<file path="src/rtl/pc_redirect_unit.sv">
// pc_redirect_unit: fetch PC register with branch/jump redirect, stall and multi-cycle flush.
// Optional PC_REDIRECT_PERF_EN adds taken-branch and flush-cycle counters.
module pc_redirect_unit #(
    parameter int          PC_W      = 32,
    parameter int          IMM_W     = 16,
    parameter logic [31:0] RESET_VEC = 32'h0000_0000,
    parameter int          FLUSH_CYC = 1
) (
    input  logic            clk,
    input  logic            rst_n,
    input  logic            stall_i,
    input  logic            fetch_ready_i,
    input  logic            br_valid_i,
    input  logic            br_taken_i,
    input  logic [PC_W-1:0] br_pc_i,
    input  logic [IMM_W-1:0] br_imm_i,
    input  logic            jmp_valid_i,
    input  logic [PC_W-1:0] jmp_target_i,
    output logic [PC_W-1:0] pc_o,
    output logic            pc_valid_o,
    output logic            flush_o,
    output logic            misalign_o
`ifdef PC_REDIRECT_PERF_EN
    ,
    output logic [31:0]     br_taken_cnt_o,
    output logic [31:0]     flush_cnt_o
`endif
);
    localparam logic [PC_W-1:0] RST_PC = PC_W'(RESET_VEC);
    localparam int CW = FLUSH_CYC > 1 ? $clog2(FLUSH_CYC) : 1;

    typedef enum logic [1:0] {BOOT, RUN, FLUSH} state_t;

    state_t          state_q;
    logic [PC_W-1:0] pc_q, pc_d, br_tgt, jmp_tgt;
    logic            pc_valid_q, flush_q, misalign_q, misalign_d;
    logic [CW-1:0]   cnt_q;
    logic            br_take, redir, adv;

    assign br_take = br_valid_i & br_taken_i;
    assign redir   = (state_q != BOOT) & (br_take | jmp_valid_i);
    assign br_tgt  = br_pc_i + PC_W'(4) + (PC_W'($signed(br_imm_i)) << 2);
    assign jmp_tgt = {jmp_target_i[PC_W-1:2], 2'b00};
    assign adv     = (state_q == RUN) & pc_valid_q & fetch_ready_i & ~stall_i;
    // A taken branch is older than a same-cycle jump, so it wins the redirect.
    assign pc_d       = redir ? (br_take ? br_tgt : jmp_tgt) : adv ? pc_q + PC_W'(4) : pc_q;
    assign misalign_d = redir & ~br_take & (|jmp_target_i[1:0]);

    always_ff @(posedge clk or negedge rst_n) begin
        if (!rst_n) begin
            state_q    <= BOOT;
            pc_q       <= RST_PC;
            pc_valid_q <= 1'b0;
            flush_q    <= 1'b0;
            misalign_q <= 1'b0;
            cnt_q      <= '0;
        end else begin
            pc_q       <= pc_d;
            misalign_q <= misalign_d;
            if (state_q == BOOT) begin
                state_q    <= RUN;
                pc_valid_q <= 1'b1;
            end else if (redir) begin
                state_q    <= FLUSH;
                flush_q    <= 1'b1;
                pc_valid_q <= 1'b0;
                cnt_q      <= CW'(FLUSH_CYC - 1);
            end else if (state_q == FLUSH) begin
                if (cnt_q == '0) begin
                    state_q    <= RUN;
                    flush_q    <= 1'b0;
                    pc_valid_q <= 1'b1;
                end else begin
                    cnt_q <= cnt_q - CW'(1);
                end
            end
        end
    end

    assign pc_o       = pc_q;
    assign pc_valid_o = pc_valid_q;
    assign flush_o    = flush_q;
    assign misalign_o = misalign_q;

`ifdef PC_REDIRECT_PERF_EN
    logic [31:0] br_taken_cnt_q, flush_cnt_q;

    always_ff @(posedge clk or negedge rst_n) begin
        if (!rst_n) begin
            br_taken_cnt_q <= '0;
            flush_cnt_q    <= '0;
        end else begin
            if (br_take && state_q != BOOT && br_taken_cnt_q != '1)
                br_taken_cnt_q <= br_taken_cnt_q + 32'd1;
            if (flush_q && flush_cnt_q != '1)
                flush_cnt_q <= flush_cnt_q + 32'd1;
        end
    end

    assign br_taken_cnt_o = br_taken_cnt_q;
    assign flush_cnt_o    = flush_cnt_q;
`endif
endmodule

</file>
<file path="config.mk">
export PLATFORM = sky130hd
export DESIGN_NAME = pc_redirect_unit
export DESIGN_NICKNAME = d
export VERILOG_FILES = /design/src/rtl/pc_redirect_unit.sv
export SDC_FILE = /design/constraint.sdc
export NUM_CORES = 1
export LEC_CHECK = 0
export ABC_AREA = 1
export CAP_MARGIN = 20
export CORE_ASPECT_RATIO = 1.5
export CORE_MARGIN = 2
export CORE_UTILIZATION = 45
export CTS_CLUSTER_SIZE = 25
export DETAILED_ROUTE_END_ITERATION = 6
export GPL_TIMING_DRIVEN = 0
export HOLD_SLACK_MARGIN = 0.08
export PLACE_DENSITY = 0.84
export SLEW_MARGIN = 20
export SYNTH_ARGS = -nofsm -noshare
export SYNTH_HDL_FRONTEND = slang
export SYNTH_SLANG_ARGS = --single-unit
</file>
<file path="constraint.sdc">
create_clock -name clk -period 2 [get_ports clk]
set_clock_uncertainty 0.05 [all_clocks]
set_input_delay 0.4 -clock clk [delete_from_list [all_inputs] [get_ports clk]]
set_output_delay 0.4 -clock clk [all_outputs]
set_load 0.01 [all_outputs]
</file>
==> impl_metrics.json, run 1 <==
{
  "run_status": "complete, but fails checks",
  "violations_in_the_final_reports": "setup timing",
  "die_x_um": 92.6,
  "post-synth-top-area-fraction_pct": 20.6,
  "rsz0062_at_grt": "yes",
  "switching_power_w": 0.00253,
  "latest_clock_arrival_within_the_worst_skew_pair_ns": 0.29,
  "avgRoutedWirePerCell_um": 19.5,
  "globalRouteTotalUtil_pct": 33.5,
  "synth_async_sr_flop_share_pct": 100,
  "worstPathMaxFanout": 4,
  "syn_to_final_growth_pct": 63.0,
  "synth_ff_type": "dfrtp_1",
  "pin_count_of_the_biggest_net_entering_global_routing": 21,
  "critPathArrivalTime_ns": 2.41,
  "yosys_register_bits": 37,
  "post-route-min-period_ns": 2.24,
  "synth_area_per_cell_um2": 5.88,
  "synth_top_cell_by_area": "nand2_1",
  "grt_pass1_vias": 6867,
  "timing.critical_path.to_type": "register",
  "post_route_setup_slack_ns": -0.239,
  "floorplan.die.height_um": 137,
  "power_leakage_nw": 4.04,
  "yosysSeqAreaShare_pct": 17.5,
  "numCtsBuffers": 5,
  "wl_um": 23800,
  "netlist_area_pre_place_um2": 5300,
  "timing.critical_path.cells": "dlygate4sd2_1 > ha_4 > ha_4 > nand2_4 > nor2_2 > nand2_1 > nor2_1 > nand2_2 > nand2_1 > nand2_1 > nand3_2 > nand2_2 > a21oi_2",
  "critPathSlowestCell": "ha_4",
  "clkPwrFrac_pct": 18.4,
  "first_pass_iters": 5,
  "core_area_um2": 11500,
  "num-nets-final": 1215,
  "row_count": 48,
  "p_int_w": 0.00318,
  "yosysMostFrequentCell": "nand2_1",
  "pre_cts_ws_ns": -1.36,
  "seq_power_share_pct": 21.7,
  "timing.critical_path.required_ns": 2.17,
  "viasPerCell": 5.87,
  "die-area_um2": 12700,
  "hold_violations": 0,
  "finalMaxSlewViolations": 0,
  "setup_viol": 19,
  "yosys.cell_types.count": 45,
  "clkTransAtPathRegs_ns": 0.06,
  "max_cap_viol_count": 0,
  "cp_most_frequent_cell": "nand2_1",
  "number_of_diodes_added_for_antenna_fixing": 0,
  "finalCoreUtilization_pct": 75.0,
  "worst_path_dominant_cell_family": "simple AND/OR/NAND/NOR gates",
  "hpwlAfterDp_um": 14500,
  "leading_post_synthesis_cells_by_instance_count": "nand2_1, inv_1, nor2_1",
  "multi_input_comb_area_um2": 5250,
  "yosys_warnings": 0,
  "drt_iter0_markers": 650,
  "detailroute.via_count": 7164,
  "layout-drive-gt1-share_pct": 33.7,
  "cp.buffers_inverters": 1,
  "area.sequential_um2": 927,
  "worst_slew_pin_slew_ns": 0.567,
  "clock_tree_from_tritoncts": "done",
  "power.ir.vdd_worst_uv": 499,
  "max_freq_ghz": 0.447,
  "place_congestion": 0.976,
  "io_pins": 122,
  "cpPeakStageDelay_ns": 0.31,
  "hold_path.class": "reg2reg",
  "critPathLaunchType": "input pin",
  "clk_sink_count": 37,
  "cts_max_path_buffers": 2,
  "synth_cells": 901,
  "route.antenna.remaining_nets": 0,
  "synth_area_leaders": "nand2_1, dfrtp_1, ha_1",
  "buffer_ports.inserted": 121,
  "grt_first_pass_wirelength_um": 33700,
  "p_sw_share_pct": 44.3,
  "drt_drc_violations_left": 0,
  "root_buffer_cell": "clkbuf_16",
  "fin_tns_setup_ns": -1.83,
  "timing.max_slew.rel_slack_pct": 62.2,
  "start_util_pct": 46.0,
  "grt_overflow": 0,
  "min_period_over_period_pct": 112,
  "number_of_antenna_violations_at_the_first_check_in_global_routing": 0,
  "power.density_cell_area_nw_per_um2": 661,
  "synth_fp_nets": 1047,
  "layout.filler_cells": 835,
  "timing.setup.critical_path_class": "in2reg",
  "design_power_total_w": 0.00571,
  "htree_num_levels": 2,
  "synth_edf_count": 0,
  "power.combinational.fraction_pct": 59.9
}
final timing paths:
path,end,startpoint,slack (ns),cells after the start
min in group asynchronous,state_q[1],rst_n,0.56,2
worst min-delay path,pc_o[0],pc_o[0],0.44,2
max in group asynchronous,pc_o[2],rst_n,0.86,3
worst max register to register,pc_o[15],pc_o[11],0.03,7
worst min register to register,pc_o[0],pc_o[0],0.44,2
worst max-delay path,pc_o[29],br_pc_i[20],-0.24,13
cell type report:
class	instances	area share (%)
Tap cell	150	2.17
Timing Repair Buffer	161	16.6
Sequential cell	37	10.7
Multi-Input combinational cell	703	60.8
Buffer	18	1.23
Clock inverter	3	0.753
Inverter	143	6.27
Clock buffer	5	1.45
logic make-up after synthesis:
| family | after synthesis | synth area share, % |
|---|---|---|
| adder cells (fa/ha/maj) | 59 | 14.1 |
| AO/OA/AOI/OAI | 110 | 11.6 |
| buffers and inverters | 161 | 12.1 |
| XOR/XNOR | 22 | 3.63 |
| AND/OR/NAND/NOR | 512 | 41.2 |
| flip-flops | 37 | 17.5 |
layer usage:
metal / global-route usage (%) / share of wire, % / vias to the layer above
met5: 0 / 0 / -
met4: 21.5 / 8.3 / 0
met3: 3.14 / 7.1 / 186
met2: 61.9 / 51 / 516
met1: 36.1 / 33 / 3271
li1: - / - / 3191
sequential cells by signal, indices dropped and copies added (netlist names):
name,count
misalign_o,1
pc_o,32
state_q,2
flush_o,1
pc_valid_o,1
cell usage in the layout, fill, tap and decap left out, drive strengths merged, types with 3 or more instances in the layout:
cell type	synthesis	routed
o21bai	3	3
a21oi	41	41
ha	58	58
clkbuf	7	19
xnor2	7	7
buf	11	72
dlygate4sd2	0	12
inv	143	143
o21ai	46	46
dfrtp	37	37
nand4	7	7
nand3b	8	8
clkdlybuf4s50	0	75
xor2	15	15
nand3	45	45
a31oi	5	5
nand2	295	295
nor2	137	137
nor3	16	16
o211ai	5	5
clkdlybuf4s15	0	5
worst reg2reg max path, delay by kind of cell (launching register included):
| kind | cells | cell delay (ns) |
|---|---|---|
| simple gates | 4 | 0.80 |
| flops | 1 | 0.46 |
| compound gates | 2 | 0.43 |
| buf+inv | 1 | 0.10 |
power groups by stage:
stage	Sequential [W]	Clock [W]	Combinational, W
3_5_place_dp	0.00124	0	0.00241
2_1_floorplan	0.00125	0	0.00139
6_report	0.00124	0.00105	0.00342
5_1_grt	0.00127	0.00107	0.00365
4_1_cts	0.00123	0.00104	0.00298
3_3_place_gp	0.00124	0	0.00238
metrics by stage:
stage	instances	hold slack [ns]	instance area (um2)
finish	1220	0.436	8640
global placement	1172	0.418	6780
global route	1220	0.498	8640
CTS	1207	0.437	8230
floorplan	901	0.0544	5380
detailed placement	1173	0.333	6810
repair_timing:
action                                  4_1_cts  5_1_grt
setup buffers                                25       14
gates resized for setup                     303      138
pin swaps                                   133       83
endpoints found under the setup margin       28       30
endpoints found under the hold margin        17        0
hold buffers                                  1        0
Note: power is estimated with default switching activity, not from simulation.
==> run 2, diff against run 1 <==
Settings changed: CTS_CLUSTER_SIZE 25 to unset.
==> results of run 2 <==
The final DEF is identical to that of run 1; final timing and power are the same.
==> run 3, diff against run 2 <==
Settings changed: PLACE_DENSITY 0.84 to 0.73.
==> run 3 against run 2 <==
Against the previous run:
- the flow still finishes with violations (setup timing)
- cell count fell by 0.49%
- fmax decreased by 1.2%
- clock-buffer cell count increased by 2
- sequential share of layout area increased by 0.14 points
- core utilization down 0.98 points
- clock power shrank 23%
- worst setup slack worse by 0.026 ns
- hold slack lost 0.0013 ns
- total power down 5.3%
- design area is 1.3% lower
==> impl_metrics.json, run 3 (synthesis gave the netlist of run 1 again) <==
{
  "run_status": "complete, but fails checks",
  "violations_in_the_final_reports": "setup timing",
  "grt_pass1_vias": 6433,
  "grt_overflow": 0,
  "core_area_um2": 11500,
  "r2r_cells": 7,
  "clk_sink_count": 37,
  "globalRouteTotalUtil_pct": 32.2,
  "number_of_antenna_violations_at_the_first_check_in_global_routing": 0,
  "syn_to_final_growth_pct": 60.9,
  "layout.filler_cells": 852,
  "die_x_um": 92.6,
  "number_of_diodes_added_for_antenna_fixing": 0,
  "setup_viol": 16,
  "timing.setup.critical_path_class": "in2reg",
  "numCtsBuffers": 5,
  "rsz0062_at_grt": "yes",
  "power_leakage_nw": 3.95,
  "start_util_pct": 46.0,
  "worst_path_dominant_cell_family": "adder cells",
  "largest_reg_flops": 32,
  "timing.max_slew.rel_slack_pct": 67.6,
  "min_period_over_period_pct": 113,
  "timing.critical_path.cells": "buf_6 > ha_4 > ha_4 > fa_2 > buf_6 > nand3_2 > nand3b_1 > buf_4 > xor2_2 > o21ai_1 > a21oi_1",
  "avgRoutedWirePerCell_um": 18.5,
  "pin_count_of_the_biggest_net_entering_global_routing": 21,
  "clock_tree_from_tritoncts": "done",
  "timing.critical_path.required_ns": 2.11,
  "finalMaxSlewViolations": 0,
  "place_congestion": 0.933,
  "max_freq_ghz": 0.441,
  "hold_violations": 0,
  "grt_first_pass_wirelength_um": 32200,
  "layout-drive-gt1-share_pct": 34.4,
  "route.antenna.remaining_nets": 0,
  "row_count": 48,
  "design_power_total_w": 0.00541,
  "cts_max_path_buffers": 2,
  "worstPathMaxFanout": 3,
  "critPathLaunchType": "input pin",
  "floorplan.die.height_um": 137,
  "critPathSlowestCell": "fa_2",
  "num-nets-final": 1210,
  "post_route_setup_slack_ns": -0.266,
  "max_cap_viol_count": 0,
  "area.sequential_um2": 927,
  "cp.buffers_inverters": 3,
  "fin_tns_setup_ns": -2.30,
  "finalCoreUtilization_pct": 74.0,
  "io_pins": 122,
  "wl_um": 22500,
  "die-area_um2": 12700,
  "hpwlAfterDp_um": 15100,
  "viasPerCell": 5.48,
  "latest_clock_arrival_within_the_worst_skew_pair_ns": 0.29,
  "power.ir.vdd_worst_uv": 350,
  "first_pass_iters": 5,
  "timing.critical_path.to_type": "register",
  "cp.depth": 11,
  "hold_path.class": "reg2reg",
  "drt_iter0_markers": 371,
  "htree_num_levels": 2,
  "drt_drc_violations_left": 0,
  "multi_input_comb_area_um2": 5250,
  "post-route-min-period_ns": 2.27,
  "layout.cells.most_common": "nand2_1",
  "worst_slew_pin_slew_ns": 0.485,
  "clkTransAtPathRegs_ns": 0.06,
  "most-common-layout-cells": "nand2_1, inv_1, nor2_1",
  "count_of_cells_along_the_worst_hold_path": 2,
  "power.density_cell_area_nw_per_um2": 634,
  "fin_worst_hold_slack_ns": 0.435,
  "detailroute.via_count": 6651,
  "cpPeakStageDelay_ns": 0.43,
  "root_buffer_cell": "clkbuf_16",
  "buffer_ports.inserted": 121,
  "critPathArrivalTime_ns": 2.37
}
-- run 3: changes by cell type in the layout (fill, tap and decap cells not counted), sizes merged --
cell | previous run | this run
buf | 72 | 54
clkbuf | 19 | 36
clkinv | 1 | 0
bufinv | 2 | 0
dlygate4sd2 | 12 | 9
clkdlybuf4s15 | 5 | 6
-- run 3: per-layer routing --
layer  GRT usage, %  part of all wire [%]
met1           35.5                    37
met2           61.8                    53
met3           1.82                   3.7
met4           16.1                   6.5
met5              0                     0
-- run 3: path summary, 6_finish.rpt --
check	from	end	slack [ns]
max reg2reg	pc_o[4]	pc_o[15]	0.01
min in group asynchronous	rst_n	pc_valid_o	0.56
min	pc_o[1]	pc_o[1]	0.44
max	br_imm_i[1]	pc_o[13]	-0.27
max in group asynchronous	rst_n	pc_o[2]	0.87
min reg2reg	pc_o[1]	pc_o[1]	0.44
-- run 3: worst reg2reg max path, stage by stage (launching register included) --
cell and delay (ns):
dfrtp_1 0.45, nand3_2 0.24, nor2_2 0.31, inv_2 0.10, nor2_1 0.30, nor2_1 0.08
o31ai_1 0.23, a21oi_1 0.10
-- run 3: stage by stage --
step	instance area [um2]	std cells	setup slack, ns
global placement	6780	1172	-1.27
global route	8530	1214	-0.332
CTS	8170	1203	-0.187
floorplan	5380	901	-0.0870
finish	8530	1214	-0.266
detailed placement	6810	1173	-1.30
-- run 3: where the power goes --
part | total [W] | internal [W] | switching (W) | leakage [nW]
clock network | 0.000804 | 0.000490 | 0.000314 | 0.0700
registers | 0.00124 | 0.000934 | 0.000305 | 0.433
logic | 0.00336 | 0.00152 | 0.00185 | 3.44
-- run 3: final cells by class --
| cell class | instances | area share, % |
|---|---|---|
| buffer | 18 | 1.26 |
| clock buffer | 7 | 1.67 |
| inverter | 143 | 6.35 |
| multi-input combinational | 703 | 61.5 |
| sequential | 37 | 10.9 |
| tap | 150 | 2.20 |
| timing repair buffer | 156 | 16.2 |
-- run 3: timing repair --
action	in CTS	in global routing
pin swaps	141	85
endpoints found under the hold margin	17	0
setup buffers	22	12
setup endpoints to repair	27	25
hold buffers	1	0
gates resized for setup	280	151
